--- config.mk ---
export PLATFORM = sky130hd
export DESIGN_NAME = dmem_arbiter
export DESIGN_NICKNAME = d
export VERILOG_FILES = /design/src/rtl/dmem_arbiter.sv
export SDC_FILE = /design/constraint.sdc
export NUM_CORES = 1
export LEC_CHECK = 0
export BUFFER_PORTS_ARGS = -buffer_cell sky130_fd_sc_hd__buf_2
export CAP_MARGIN = 20
export CORE_AREA = 2 2 129 131
export CTS_BUF_LIST = sky130_fd_sc_hd__clkbuf_8
export DETAILED_ROUTE_END_ITERATION = 8
export DIE_AREA = 0 0 131 133
export PLACE_DENSITY = 0.58
export SYNTH_ARGS = -nofsm -noshare
export SYNTH_HDL_FRONTEND = slang
export SYNTH_SLANG_ARGS = --single-unit
--- constraint.sdc ---
create_clock -name clk -period 2.6 [get_ports clk]
set_clock_uncertainty 0.1 [all_clocks]
set_input_delay 0.26 -clock clk [delete_from_list [all_inputs] [get_ports clk]]
set_output_delay 0.26 -clock clk [all_outputs]
set_load 0.1 [all_outputs]
--- src/rtl/dmem_arbiter.sv ---
// Two-port round-robin arbiter in front of a single-ported, combinational-read
// data memory. Each port gets a one-cycle response pulse and a grant counter.

module dmem_arb_lane #(
  parameter int DATA_W = 32,
  parameter int CNT_W  = 16
) (
  input  logic              clk,
  input  logic              rst,
  input  logic              accept,
  input  logic              we,
  input  logic [DATA_W-1:0] mem_read_data,
  output logic              resp_valid,
  output logic [DATA_W-1:0] rdata,
  output logic [CNT_W-1:0]  grants
);
  logic resp_q;

  always_ff @(posedge clk) begin
    if (rst) begin
      resp_q <= 1'b0;
      rdata  <= '0;
      grants <= '0;
    end else begin
      resp_q <= accept;
      if (accept) begin
        rdata  <= we ? '0 : mem_read_data;
        grants <= grants + 1'b1;
      end
    end
  end

  // A pulse already queued when reset arrives must not reach the requester.
  assign resp_valid = resp_q & ~rst;
endmodule

module dmem_arbiter #(
  parameter int ADDR_W = 32,
  parameter int DATA_W = 32,
  parameter int CNT_W  = 16
) (
  input  logic              clk,
  input  logic              rst,
  input  logic              p0_valid,
  output logic              p0_ready,
  input  logic [ADDR_W-1:0] p0_addr,
  input  logic              p0_we,
  input  logic [DATA_W-1:0] p0_wdata,
  output logic              p0_resp_valid,
  output logic [DATA_W-1:0] p0_rdata,
  output logic [CNT_W-1:0]  p0_grants,
  input  logic              p1_valid,
  output logic              p1_ready,
  input  logic [ADDR_W-1:0] p1_addr,
  input  logic              p1_we,
  input  logic [DATA_W-1:0] p1_wdata,
  output logic              p1_resp_valid,
  output logic [DATA_W-1:0] p1_rdata,
  output logic [CNT_W-1:0]  p1_grants,
  output logic [ADDR_W-1:0] mem_address,
  output logic [DATA_W-1:0] mem_write_data,
  output logic              mem_write_enable,
  input  logic [DATA_W-1:0] mem_read_data
);
  localparam int NUM_LANES = 2;

  logic [NUM_LANES-1:0]             valid, ready, we, resp_valid;
  logic [NUM_LANES-1:0][ADDR_W-1:0] addr;
  logic [NUM_LANES-1:0][DATA_W-1:0] wdata, rdata;
  logic [NUM_LANES-1:0][CNT_W-1:0]  grants;
  logic                             last_grant;

  assign valid = {p1_valid, p0_valid};
  assign we    = {p1_we, p0_we};
  assign addr  = {p1_addr, p0_addr};
  assign wdata = {p1_wdata, p0_wdata};

  // Port 0 wins unless port 1 is also asking and port 0 was granted last.
  always_comb begin
    ready = '0;
    if (!rst) begin
      if (valid[0] && (!valid[1] || last_grant)) ready[0] = 1'b1;
      else if (valid[1])                         ready[1] = 1'b1;
    end
  end

  always_comb begin
    mem_address      = '0;
    mem_write_data   = '0;
    mem_write_enable = 1'b0;
    for (int i = 0; i < NUM_LANES; i++) begin
      if (ready[i]) begin
        mem_address      = addr[i];
        mem_write_data   = wdata[i];
        mem_write_enable = we[i];
      end
    end
  end

  always_ff @(posedge clk) begin
    if (rst)         last_grant <= 1'b1;
    else if (|ready) last_grant <= ready[1];
  end

  for (genvar g = 0; g < NUM_LANES; g++) begin : g_lane
    dmem_arb_lane #(.DATA_W(DATA_W), .CNT_W(CNT_W)) u_lane (
      .clk           (clk),
      .rst           (rst),
      .accept        (ready[g]),
      .we            (we[g]),
      .mem_read_data (mem_read_data),
      .resp_valid    (resp_valid[g]),
      .rdata         (rdata[g]),
      .grants        (grants[g])
    );
  end

  assign p0_ready      = ready[0];
  assign p1_ready      = ready[1];
  assign p0_resp_valid = resp_valid[0];
  assign p1_resp_valid = resp_valid[1];
  assign p0_rdata      = rdata[0];
  assign p1_rdata      = rdata[1];
  assign p0_grants     = grants[0];
  assign p1_grants     = grants[1];
endmodule

==> flow_summary.json <==
{
  "rows": 47,
  "syn_avg_cell_area_sq_um": 9.22,
  "synth_most_common_cell": "dfxtp_1",
  "utilization": 0.473,
  "viasPerCell": 4.83,
  "ir_drop_mv": 0.391,
  "swShare": 0.412,
  "wire_per_inst_um": 17.8,
  "io_buffers": 330,
  "clockBufferDepth": 2,
  "cts_tree": "done",
  "status": "completed",
  "p_switching_uw": 1740,
  "power_density_nw_per_um2": 551,
  "pwr-share-seq": 0.378,
  "num_vias": 4999,
  "fin_tns_setup_ns": 0,
  "rsz0062_at_grt": "no",
  "period_needed_ns": 2.36,
  "synth-simple-area-share": 0.189,
  "h-tree-depth": 3,
  "p_clk_frac": 0.221,
  "fillers": 1544,
  "holdCritStartpoint": "mem_read_data[15]",
  "ys_warn_count": 0,
  "use_met1": 0.250,
  "p_comb_frac": 0.402,
  "synthTopCellsByArea": "dfxtp_1, a22o_1, nand3b_1, a21oi_1, nand2_1",
  "hold_class": "in -> reg",
  "report.final.hold_viol_count": 0,
  "dp_hpwl_um": 14000,
  "synth_cell_types": 33,
  "synthXorXnorAreaFrac": 0.0258,
  "fmax_ghz": 0.424,
  "leakage_uw": 0.00350,
  "ys_ff_latch": 99,
  "die_w_um": 131,
  "regArea_sq_um": 1980,
  "synth_top_area_share": 0.449,
  "crit_path_start": "last_grant",
  "worst_pin_slew_ns": 0.563,
  "drc_errors": 0,
  "syn_inst": 479,
  "worstRegToRegCells": 5,
  "path_max_fanout": 66,
  "core_area_sq_um": 16200,
  "cp.required_ns": 2.24,
  "overflow": 0,
  "clock_latency_ns": 0.38,
  "drt_iter0_drc": 269,
  "cts_buffers": 9,
  "routed_wl_um": 18400,
  "syn_to_final_growth_pct": 73.2,
  "clock-sinks": 99,
  "io_pins": 331,
  "synth_compound_area_frac": 0.274,
  "startpoint_type": "flip-flop",
  "grt_pass1_wl_um": 27800,
  "grt_max_degree": 67,
  "syn_nets": 647,
  "multi_input_area_sq_um": 2220,
  "antenna_found_initial": 2,
  "maxCapViolCount": 0,
  "drv_slew": 0,
  "post_cts_buffers": 0,
  "grt_pass1_vias": 4910,
  "yosysSeqAreaShare": 0.449,
  "final_antenna_net_count": 0,
  "finalNetCount": 975,
  "yosys-top-cells-count": "dfxtp_1, a22o_1, a21oi_1",
  "ys_dominant_reg_cell": "dfxtp_1",
  "layout-drive-gt1-share": 0.457,
  "crit_path_end_kind": "output pin",
  "synth_largest_area_cell": "dfxtp_1",
  "use_met3": 0.0481,
  "slew_headroom": 0.627,
  "synthAdderAreaFrac": 0.00567,
  "grt-busiest-layer": "met2",
  "crit_arrival_ns": 2.00,
  "p_int_uw": 2480,
  "finalCritPeriodShare": 0.908,
  "synth_edf_count": 0,
  "initial_core_util": 0.273,
  "track_usage": 0.209,
  "async_flop_share": 0,
  "whs_path_depth": 2,
  "path_class": "reg -> out",
  "finalSetupViolCount": 0,
  "grt_use_met2": 0.371,
  "timing.rr.start": "g_lane[1].u_lane.grants[0]",
  "drtPass1Iterations": 4,
  "dieArea_sq_um": 17400,
  "syn-cell-area_sq_um": 4410,
  "clk_pin_slew_worst_paths_ns": 0.09,
  "die-height_um": 133,
  "clockRootBuffer": "clkbuf_8",
  "gp_congestion": 0.824,
  "synth_top_family_by_area": "compound AO/OA/AOI/OAI gates",
  "synthMuxAreaShare": 0.00227
}
==> flip-flops by register name, indices dropped and copies added, names as in the netlist <==
signal                count
g_lane.u_lane.rdata      64
last_grant                1
g_lane.u_lane.resp_q      2
g_lane.u_lane.grants     32
==> metrics by stage <==
step | std cells | total power [uW] | setup slack (ns) | area, sq um | hold WS, ns
2_1_floorplan | 479 | 2720 | 0.142 | 4430 | 0.293
3_3_place_gp | 997 | 3300 | 0.554 | 7260 | 0.335
3_5_place_dp | 997 | 3300 | 0.519 | 7260 | 0.340
4_1_cts | 1032 | 4260 | 0.115 | 7640 | 0.000302
5_1_grt | 1034 | 4380 | 0.122 | 7640 | 0.00379
6_report | 1034 | 4220 | 0.240 | 7640 | 0.0263
==> power by group through the flow <==
stage	clock network, uW	logic [uW]	registers [uW]
floorplan	0	759	1960
global placement	0	1680	1630
detailed placement	0	1680	1630
CTS	967	1700	1590
global route	1030	1750	1600
finish	930	1690	1590
==> area by class of cell <==
| cell class | count | area share |
|---|---|---|
| diodes | 2 | 0.000655 |
| clock buffers | 11 | 0.0198 |
| clock inverters | 5 | 0.00393 |
| inverters | 5 | 0.00246 |
| multi-input cells | 331 | 0.290 |
| flip-flops and latches | 99 | 0.259 |
| well taps | 220 | 0.0360 |
| repair buffers | 361 | 0.388 |
==> cells by family after synthesis <==
logic type	after synthesis
compound gates	164
xor+xnor	13
fa+ha+maj	2
buf+inv	49
flops	99
mux	1
simple gates	151
==> worst max-delay path, cell delays in order, from the launching register on <==
cell      delay (ns)
dfxtp_1         0.35
nand2b_2        0.21
nand2_1         0.13
nor2_4          0.12
buf_12          0.27
a22o_1          0.31
buf_12          0.21
==> path summary, 6_finish.rpt <==
kind | endpoint | slack (ns)
setup / recovery | mem_write_data[31] | 0.24
hold / removal | g_lane[1].u_lane.rdata[15] | 0.03
setup reg to reg | g_lane[1].u_lane.grants[14] | 0.68
hold reg to reg | g_lane[0].u_lane.rdata[23] | 0.35
==> cells in the final DEF (no fill, tap or decap), types with 2 or more instances in the layout <==
cell             n
a21oi_1         47
inv_1            7
diode_2          2
ha_1             2
dfxtp_1         99
or4_1            4
nand3b_1        32
nor2b_1          4
nand2_1         46
nor2_1          14
a22o_1          88
o31ai_1          4
and2_1           7
a22o_2           9
xor2_1          10
nand4_1         12
and3_1           5
clkinvlp_4       3
o21ai_0         12
xnor2_1          3
clkbuf_8        11
buf_4           10
buf_2          263
or3_1           10
and4_1           3
nand3_1          7
buf_12          69
dlygate4sd3_1   19
==> what timing repair did <==
item                                    in CTS  in global routing
hold buffers                                19                  0
gates resized for setup                      0                  1
endpoints found under the setup margin       0                  2
hold endpoints to repair                    19                  0
==> routing by layer <==
| layer | vias up | routed length [um] |
|---|---|---|
| li1 | 2429 | - |
| met1 | 2358 | 7350 |
| met2 | 190 | 9690 |
| met3 | 22 | 1000 |
| met4 | 0 | 383 |
| met5 | - | 0 |
No activity file was read; power rests on OpenSTA's default activity.
